--- src/rtl/xgmii_frame_switch.sv ---
`default_nettype none
// ============================================================================
// Module      : xgmii_frame_switch
// Description : NxN XGMII frame switch with start-of-frame routing, per-output
//               frame-granular round-robin arbitration and whole-frame drop.
//               Optional per-input drop counters: XGMII_SWITCH_DROP_CNT_EN.
// Revision    : 1.0 - initial release
// ============================================================================
module xgmii_frame_switch #(
   parameter int NUM_PORTS = 2,
   parameter int SEL_W     = (NUM_PORTS > 2) ? $clog2(NUM_PORTS) : 1,
   parameter int CNT_W     = 16
) (
   input  logic                         clk,
   input  logic                         reset,
   input  logic [8*NUM_PORTS-1:0]       in_xgmii_ctrl,
   input  logic [64*NUM_PORTS-1:0]      in_xgmii_data,
   input  logic [SEL_W*NUM_PORTS-1:0]   route_sel,
   output logic [8*NUM_PORTS-1:0]       out_xgmii_ctrl,
   output logic [64*NUM_PORTS-1:0]      out_xgmii_data,
   output logic [CNT_W*NUM_PORTS-1:0]   drop_count
);

   localparam logic [7:0]  c_idle_ctrl = 8'hFF;
   localparam logic [63:0] c_idle_data = 64'h0707070707070707;

   typedef enum logic [1:0] {
      ST_IDLE = 2'd0,
      ST_FWD  = 2'd1,
      ST_DROP = 2'd2
   } state_t;

   state_t               r_state      [NUM_PORTS];
   state_t               w_state_nxt  [NUM_PORTS];
   logic [SEL_W-1:0]     r_dest       [NUM_PORTS];
   logic [SEL_W-1:0]     w_dest_nxt   [NUM_PORTS];
   logic [SEL_W-1:0]     r_rr_ptr     [NUM_PORTS];
   logic [SEL_W-1:0]     w_rr_ptr_nxt [NUM_PORTS];
   logic [SEL_W-1:0]     w_route      [NUM_PORTS];
   logic [SEL_W-1:0]     w_grant_idx  [NUM_PORTS];
   logic [SEL_W-1:0]     w_active_dest[NUM_PORTS];
   logic [NUM_PORTS-1:0] w_sof;
   logic [NUM_PORTS-1:0] w_eof;
   logic [NUM_PORTS-1:0] w_busy;
   logic [NUM_PORTS-1:0] w_grant_vld;
   logic [NUM_PORTS-1:0] w_won;
   logic [NUM_PORTS-1:0] w_active;
   logic [8*NUM_PORTS-1:0]  w_out_ctrl;
   logic [64*NUM_PORTS-1:0] w_out_data;

   // Control symbol detection; start is recognised on lane 0 only
   for (genvar i = 0; i < NUM_PORTS; i++) begin : g_det
      logic [7:0]  w_c;
      logic [63:0] w_d;
      logic [7:0]  w_eof_lane;
      assign w_c        = in_xgmii_ctrl[8*i +: 8];
      assign w_d        = in_xgmii_data[64*i +: 64];
      assign w_sof[i]   = w_c[0] && (w_d[7:0] == 8'hFB);
      assign w_route[i] = route_sel[SEL_W*i +: SEL_W];
      for (genvar l = 0; l < 8; l++) begin : g_lane
         assign w_eof_lane[l] = w_c[l] && (w_d[8*l +: 8] == 8'hFD);
      end
      assign w_eof[i] = |w_eof_lane;
   end

   // An output stays owned through the cycle its owner's EOF is accepted
   always_comb begin
      w_busy = '0;
      for (int o = 0; o < NUM_PORTS; o++) begin
         for (int i = 0; i < NUM_PORTS; i++) begin
            if (r_state[i] == ST_FWD && r_dest[i] == SEL_W'(o)) begin
               w_busy[o] = 1'b1;
            end
         end
      end
   end

   always_comb begin : p_arb
      int idx;
      idx = 0;
      for (int o = 0; o < NUM_PORTS; o++) begin
         w_grant_vld[o]  = 1'b0;
         w_grant_idx[o]  = '0;
         w_rr_ptr_nxt[o] = r_rr_ptr[o];
         for (int k = 0; k < NUM_PORTS; k++) begin
            idx = int'(r_rr_ptr[o]) + k;
            if (idx >= NUM_PORTS) begin
               idx = idx - NUM_PORTS;
            end
            if (!w_busy[o] && !w_grant_vld[o] && r_state[idx] == ST_IDLE &&
                w_sof[idx] && w_route[idx] == SEL_W'(o)) begin
               w_grant_vld[o]  = 1'b1;
               w_grant_idx[o]  = SEL_W'(idx);
               w_rr_ptr_nxt[o] = (idx == NUM_PORTS - 1) ? '0 : SEL_W'(idx + 1);
            end
         end
      end
   end

   always_comb begin
      w_won = '0;
      for (int o = 0; o < NUM_PORTS; o++) begin
         if (w_grant_vld[o]) begin
            w_won[w_grant_idx[o]] = 1'b1;
         end
      end
   end

   always_comb begin
      for (int i = 0; i < NUM_PORTS; i++) begin
         w_state_nxt[i]   = r_state[i];
         w_dest_nxt[i]    = r_dest[i];
         w_active[i]      = 1'b0;
         w_active_dest[i] = r_dest[i];
         case (r_state[i])
            ST_IDLE: begin
               if (w_sof[i]) begin
                  if (w_won[i]) begin
                     w_active[i]      = 1'b1;
                     w_active_dest[i] = w_route[i];
                     w_dest_nxt[i]    = w_route[i];
                     w_state_nxt[i]   = w_eof[i] ? ST_IDLE : ST_FWD;
                  end else begin
                     w_state_nxt[i]   = w_eof[i] ? ST_IDLE : ST_DROP;
                  end
               end
            end
            ST_FWD: begin
               w_active[i] = 1'b1;
               if (w_eof[i]) begin
                  w_state_nxt[i] = ST_IDLE;
               end
            end
            ST_DROP: begin
               if (w_eof[i]) begin
                  w_state_nxt[i] = ST_IDLE;
               end
            end
            default: w_state_nxt[i] = ST_IDLE;
         endcase
      end
   end

   always_comb begin
      w_out_ctrl = {NUM_PORTS{c_idle_ctrl}};
      w_out_data = {NUM_PORTS{c_idle_data}};
      for (int o = 0; o < NUM_PORTS; o++) begin
         for (int i = 0; i < NUM_PORTS; i++) begin
            if (w_active[i] && w_active_dest[i] == SEL_W'(o)) begin
               w_out_ctrl[8*o +: 8]   = in_xgmii_ctrl[8*i +: 8];
               w_out_data[64*o +: 64] = in_xgmii_data[64*i +: 64];
            end
         end
      end
   end

   always_ff @(posedge clk or negedge reset) begin
      if (!reset) begin
         for (int i = 0; i < NUM_PORTS; i++) begin
            r_state[i]  <= ST_IDLE;
            r_dest[i]   <= '0;
            r_rr_ptr[i] <= '0;
         end
         out_xgmii_ctrl <= {NUM_PORTS{c_idle_ctrl}};
         out_xgmii_data <= {NUM_PORTS{c_idle_data}};
      end else begin
         for (int i = 0; i < NUM_PORTS; i++) begin
            r_state[i]  <= w_state_nxt[i];
            r_dest[i]   <= w_dest_nxt[i];
            r_rr_ptr[i] <= w_rr_ptr_nxt[i];
         end
         out_xgmii_ctrl <= w_out_ctrl;
         out_xgmii_data <= w_out_data;
      end
   end

`ifdef XGMII_SWITCH_DROP_CNT_EN
   for (genvar i = 0; i < NUM_PORTS; i++) begin : g_cnt
      logic             w_drop;
      logic [CNT_W-1:0] r_cnt;
      assign w_drop = (r_state[i] == ST_IDLE) && w_sof[i] && !w_won[i];
      always_ff @(posedge clk or negedge reset) begin
         if (!reset) begin
            r_cnt <= '0;
         end else if (w_drop && (r_cnt != {CNT_W{1'b1}})) begin
            r_cnt <= r_cnt + 1'b1;
         end
      end
      assign drop_count[CNT_W*i +: CNT_W] = r_cnt;
   end
`else
   assign drop_count = '0;
`endif

endmodule
`default_nettype wire

--- config.mk ---
export PLATFORM = sky130hd
export DESIGN_NAME = xgmii_frame_switch
export DESIGN_NICKNAME = d
export VERILOG_FILES = /design/src/rtl/xgmii_frame_switch.sv
export SDC_FILE = /design/constraint.sdc
export NUM_CORES = 1
export LEC_CHECK = 0
export CORE_MARGIN = 10
export CORE_UTILIZATION = 30
export DETAILED_ROUTE_END_ITERATION = 16
export SLEW_MARGIN = 20
export SYNTH_ARGS = -nofsm -noshare
export SYNTH_HDL_FRONTEND = slang
export SYNTH_SLANG_ARGS = --single-unit
export TNS_END_PERCENT = 100
--- constraint.sdc ---
create_clock -name clk -period 2.3 [get_ports clk]
set_input_delay 0.345 -clock clk [delete_from_list [all_inputs] [get_ports clk]]
set_output_delay 0.345 -clock clk [all_outputs]
set_load 0.02 [all_outputs]
======== After elaboration in Yosys (flattened, before gate mapping) ========
Cells that the tools add are included.
operators by class
  add/subtract/negate cells ............... 10
  magnitude comparators ................... 16
  equal/unequal tests ..................... 30
  multiplexer cells ....................... 98
  bitwise gates (word level) .............. 11
  reductions and logical operators ........ 60
operator list
  kind                                                                           count
  64-bit two-way mux                                                             4
  8-bit equality test, second input constant                                     18
  32-bit by 2-bit equality test with 1-bit output, second input constant         4
  32-bit by 2-bit >= comparator with 1-bit output, second input constant         4
  32-bit by 3-bit less-than comparator with 1-bit output, second input constant  4
  32-bit two-way mux                                                             4
  32-bit NOT                                                                     4
  1-bit two-way mux                                                              58
  2-bit two-way mux                                                              22
  1-bit logical AND                                                              42
  8-bit two-way mux                                                              4
  8-bit OR reduction                                                             2
  2-bit zero test                                                                6
  2-bit one-hot mux with 2 select lines                                          2
  1-bit NOT                                                                      6
  1-bit by 2-bit subtractor with 3-bit output, second input constant             2
  2-bit by 2-bit subtractor with 3-bit output, second input constant             2
  1-bit adder, second input constant                                             4
  1-bit by 1-bit adder with 2-bit output, second input constant                  2
  2-bit by 1-bit equality test with 1-bit output, second input constant          2
  2-bit equality test, second input constant                                     2
  1-bit by 2-bit >= comparator with 1-bit output, second input constant          2
  2-bit >= comparator, second input constant                                     2
  1-bit zero test                                                                4
  other kinds (10)                                                               19
word-level totals
  flip-flop bits (word level) ............. 152
  bits of input ports ..................... 148
  output and inout port bits .............. 176
  logic and storage cells ................. 233

======== Depth between registers and ports, before layout ========
  depth after elaboration ................. 31
  mapped depth ............................ 11
  depth with buffers taken out ............ 9

======== Worst setup path after synthesis ========
Ideal clock, no wire load.
  kind .................................... reg2reg
  start point ............................. register r_state[0] in the netlist's numbering
  end point ............................... register out_xgmii_data[11]
  setup time .............................. 0.117 ns
  arrival time ............................ 2.302 ns
  data required time ...................... 2.183 ns
  setup slack ............................. -0.119 ns
  cell stages (with the launch flop) ...... 11
  buffers on the path ..................... 2
  clock period less this slack ............ 2.419 ns
  cell sequence ........................... dfrtp_1 -> ha_1 -> nor2b_1 -> or3_1 -> a311oi_1 -> o21ai_2 -> mux2_4 -> buf_6 -> buf_2 -> nand3_1 -> nand2_1
between the ends
  cells in the longest elaborated chain, start to end .. 28
  elaborated cells on any way between the ends .. 79
  classes of those cells .................. order compare (4); eq/ne (1); mux (42); bitwise (3); reduce/logical (29)
RTL lines
  what                                                                                                              RTL line     RTL
  start, declared                                                                                                   33           state_t r_state [NUM_PORTS];
  start signal, assigned by index                                                                                   168          r_state[i] <= w_state_nxt[i];
  2-bit two-way mux (implied by the code) / 2-bit by 1-bit equality test with 1-bit output (equally long branches)  90, 71, 115
  2-bit two-way mux (implied by the code) / 1-bit logical AND (equally long branches)                               90, 71
  2-bit two-way mux (implied by the code) / 1-bit two-way mux (equally long branches)                               90, 71
  2-bit zero test / 1-bit zero test (equally long branches)                                                         90           if (!w_busy[o] && !w_grant_vld[o] && r_state[idx] == ST_IDLE &&
  1-bit logical AND (2 in series)                                                                                   90
  1-bit logical AND                                                                                                 91           w_sof[idx] && w_route[idx] == SEL_W'(o)) begin
  1-bit two-way mux                                                                                                 90
  1-bit zero test                                                                                                   90
  [11 not listed]                                                                                                   n/a
  2-bit two-way mux                                                                                                 103          if (w_grant_vld[o]) begin
  1-bit two-way mux (2 in series)                                                                                   n/a
  1-bit two-way mux                                                                                                 115          case (r_state[i])
  1-bit NOT                                                                                                         149          if (w_active[i] && w_active_dest[i] == SEL_W'(o)) begin
  1-bit logical AND                                                                                                 149
  64-bit two-way mux                                                                                                149
  64-bit two-way mux *                                                                                              149
  net w_out_data[11]                                                                                                49           logic [64*NUM_PORTS-1:0] w_out_data;
  end signal, assigned                                                                                              165          out_xgmii_data <= {NUM_PORTS{c_idle_data}};
  end signal, assigned                                                                                              173          out_xgmii_data <= w_out_data;
  end, declared                                                                                                     20           output logic [64*NUM_PORTS-1:0] out_xgmii_data,
The timed path passes the listed nets; every way through them passes the cells marked *. The select of a mux whose other input is x is not followed.
A chain may end at the register's enable or synchronous reset.

======== Worst setup path in the final report ========
  start point ............................. register r_state[0] in the netlist's numbering
  end point ............................... register out_xgmii_ctrl[12]
between the ends
  cells in the longest elaborated chain, start to end .. 27
  elaborated cells on any way between the ends .. 77
  classes of those cells .................. order compare (4); eq/ne (1); mux (42); bitwise (1); reduce/logical (29)
RTL lines
  what                                                                                                              RTL line     RTL
  2-bit two-way mux (implied by the code) / 2-bit by 1-bit equality test with 1-bit output (equally long branches)  90, 71, 115
  2-bit two-way mux (implied by the code) / 1-bit logical AND (equally long branches)                               90, 71
  2-bit two-way mux (implied by the code) / 1-bit two-way mux (equally long branches)                               90, 71
  2-bit zero test / 1-bit zero test (equally long branches)                                                         90
  1-bit logical AND (2 in series)                                                                                   90
  1-bit logical AND                                                                                                 91
  1-bit two-way mux                                                                                                 90
  1-bit zero test                                                                                                   90
  [11 not listed]                                                                                                   n/a
  2-bit two-way mux                                                                                                 103
  1-bit two-way mux                                                                                                 118          if (w_won[i]) begin
  1-bit two-way mux                                                                                                 117          if (w_sof[i]) begin
  1-bit one-hot mux with 2 select lines / 1-bit two-way mux (equally long branches)                                 115
  1-bit logical AND                                                                                                 149
  8-bit two-way mux                                                                                                 149
  8-bit two-way mux *                                                                                               149
  net w_out_ctrl[12]                                                                                                48           logic [8*NUM_PORTS-1:0] w_out_ctrl;
  end signal, assigned                                                                                              164          out_xgmii_ctrl <= {NUM_PORTS{c_idle_ctrl}};
  end signal, assigned                                                                                              172          out_xgmii_ctrl <= w_out_ctrl;
  end, declared                                                                                                     19           output logic [8*NUM_PORTS-1:0] out_xgmii_ctrl,
Marked as above.

==> metrics.txt <==
number of port buffers=about 290; Post-synth EDFFs=0; Final #Nets=around 1,300; Slew @ Worst Pin=0.565 ns; Worst VDD drop=~0.34 mV; drt pass-1 iters=5; global-route wire length before repair=around 44 mm; post-synthesis simple-gate area fraction=0.250; Worst Reg-to-Reg Cells=9; R2R Setup Slk=-0.14 ns; ys flop type=dfrtp_1; Synth Area in Adders=0.00719; Clock Path Buffers=2; Min-Delay Path Class=input pin to flip-flop; final hold violation count=0; I/O pin total=324; Clk pin slew, worst setup/hold paths=about 0.060 ns; H-tree depth=4; clock root buffer=clkbuf_16; die width=approximately 170 µm; largest family of logic cells by synthesized area=simple AND/OR/NAND/NOR gates; Placed Area=between 10,000 and 15,000 µm²; Post-Synthesis Cells=approximately 760; Core ar.=roughly 23,000 µm²; min cycle time layout=between 2 and 2.5 ns; Iteration-0 DRC Markers=569; area delta synth->final=80.0%; Clock Latency Late Sink=0.42 ns; Via Count=roughly 7,200; Multi-input gate area=about 3100 µm²; Slowest cell on crit path=dfrtp_1; Setup Crit Path Kind=flip-flop to flip-flop; reg-to-reg startpoint=r_state[0]$_DFFE_PN0P_; Hold Crit Depth=3; # rows=55; RSZ-0062 raised after global routing=yes; outcome=finished with violations; DP Worst Slack=-0.542 ns; met3 usage=0.0606; register area=about 3900 µm²; gpl congestion=around 0.87; TritonCTS clock tree=built; startpoint types=flip-flop; library cells used by synthesis=between 40 and 50; Via density=~4.9; Ys Warns=0; Cell Pwr Density=558 nW/µm²; met2 Resource Use GR=0.347; Mapped Area=6960 µm²; P_leak=roughly 5.6 nW; number of global-route vias before repair=approximately 7,500; share of cells above drive strength 1=0.293; CTS buffer count=17; endpoint type of the worst setup path=flip-flop; CP most frequent cell=buf_4; failing checks=setup timing; max frequency=between 0.4 and 0.5 GHz; synthesized area per cell=slightly above 9 µm²; gr ovfl total=0; Final Cycle Share=1.06; post-synthesis mux area share=0.0135; Slew Viols, Final=0; Layout Skew=~0.0097 ns; most common cell after layout, fill and taps aside=clkdlybuf4s50_1; Slew headroom=0.623; Max FO, Critical Path=23; crit path cell chain=buf_4 -> buf_4 -> nor2_4 -> nand4_4 -> o311a_1 -> o211a_1 -> mux2_4 -> buf_12 -> a31oi_1; most frequent cells in the layout=clkdlybuf4s50_1, nand2_1, dfrtp_1; antenna cells=0; critical path required time=around 2.6 ns; largest net degree at the start of global routing=50; complex-gate fraction of the synthesized area=0.0805; Seq cells post-synth=roughly 150; crit path DAT=2.77 ns; FILL cells=between 1,500 and 2,000; final wirelength=32.3 mm; Residual DRC=0; cell area after layout=12,500 µm²; DP HPWL=around 23 mm; register area share after synthesis=0.558; met1 Usage GRT=0.227; DIE AREA=approximately 30,000 µm²; r2r endpoint=out_xgmii_ctrl[12]$_DFF_PN1_; GRT Total Usage=0.199; asr flop ratio synth=1.00; CP delay by family, top=compound AO/OA/AOI/OAI gates; Top Usage Layer GRT=met2; hold path startpoint=in_xgmii_data[68]; Setup WS post-layout=-0.140 ns; Slowest Stage Delay on Critical Path=roughly 0.41 ns; initial core utilization=0.307; Die Ht=around 170 µm; Sink Count=roughly 150; initial antenna violation count=1; Routed Antenna Nets=0; Worst Path Buf+Inv=3; Synth Area in XOR/XNOR=0; setup violators final=144; max_cap viols=0; routed length per placed instance=about 22 µm; Hold Path Sink=out_xgmii_data[4]$_DFF_PN0_
## cell type report
| type | instances | share of cell area |
|---|---|---|
| Inverter | 43 | 0.0129 |
| Tap cell | 285 | 0.0285 |
| Clock buffer | 18 | 0.0342 |
| Clock inverter | 14 | 0.0138 |
| Sequential cell | 152 | 0.310 |
| Timing Repair Buffer | 421 | 0.350 |
| Multi-Input combinational cell | 520 | 0.251 |
## what timing repair did
item | 4_1_cts | 5_1_grt
setup endpoints to repair | 145 | 145
hold buffers | 1 | 0
buffers inserted | 9 | 2
gates cloned | 4 | 9
pin swaps | 13 | 24
gates resized for setup | 50 | 93
endpoints found under the hold margin | 25 | 0
## worst max-delay path by stage
| stage | from | endpoint | cells past startpoint |
|---|---|---|---|
| final | r_state[0]$_DFFE_PN0P_ | out_xgmii_ctrl[12]$_DFF_PN1_ | 9 |
| after floorplan | r_state[0]$_DFFE_PN0P_ | out_xgmii_data[11]$_DFF_PN0_ | 10 |
| after detailed placement | in_xgmii_data[3] | out_xgmii_data[105]$_DFF_PN1_ | 10 |
| after global placement | in_xgmii_data[3] | out_xgmii_data[112]$_DFF_PN1_ | 10 |
| after CTS | r_state[0]$_DFFE_PN0P_ | out_xgmii_data[6]$_DFF_PN0_ | 10 |
| after global routing | r_state[3]$_DFFE_PN0P_ | out_xgmii_data[82]$_DFF_PN1_ | 12 |
## power breakdown
| part | total, mW | internal [mW] | switching, mW |
|---|---|---|---|
| combinational | 1.27 | 0.620 | 0.653 |
| sequential | 2.83 | 2.79 | 0.0330 |
| clock | 2.90 | 1.72 | 1.18 |
## registers in the layout, indices dropped and copies added, names as in the netlist
register / count
out_xgmii_data: 128
out_xgmii_ctrl: 16
r_state: 4
r_dest: 2
r_rr_ptr: 2
## cell usage after synthesis, drive strengths merged (4+ instances only)
master    n  area [µm²]
a31oi    63         394
buf      59         398
clkbuf   19        71.3
dfrtp    88        2200
dfstp    64        1680
ha        4        50.1
inv      43         161
mux2      5        63.8
nand2   175         657
nand3    90         450
nand4    18         119
nor2     69         259
nor3      5        30.0
nor4     11        68.8
o21ai     8        43.8
## cells by family (layout without fill, tap and decap cells)
group / Yosys count / count (layout)
fa+ha+maj: 4 / 4
simple gates: 389 / 389
buf+inv: 121 / 496
other cells: 1 / 32
mux: 8 / 9
compound gates: 86 / 86
flops: 152 / 152
## worst reg2reg max path, cell delays in order, from the launching register on
cell and delay [ns]:
dfrtp_1 0.41, buf_4 0.14, buf_4 0.13, nor2_4 0.10
nand4_4 0.15, o311a_1 0.37, o211a_1 0.25, mux2_4 0.38
buf_12 0.19, a31oi_1 0.24
## metrics by stage
step / hold slack, ns / setup TNS, ns / cells / util / total power [mW]
detailed placement: 0.321 / -69.03 / 1396 / 0.482 / 4.03
finish: 0.349 / -13.64 / 1453 / 0.552 / 7.00
global placement: 0.316 / -62.65 / 1396 / 0.482 / 4.02
floorplan: 0.0494 / -0.381 / 792 / - / 3.28
CTS: 0.320 / -9.93 / 1442 / 0.525 / 6.98
global route: 0.352 / -26.00 / 1453 / 0.552 / 7.28
## layer usage
metal  wire, µm  vias up
li1           -     3308
met1      12600     3489
met2      16200      330
met3       2630       47
met4        806        2
met5          9        -
(Power assumes the default switching activity.)
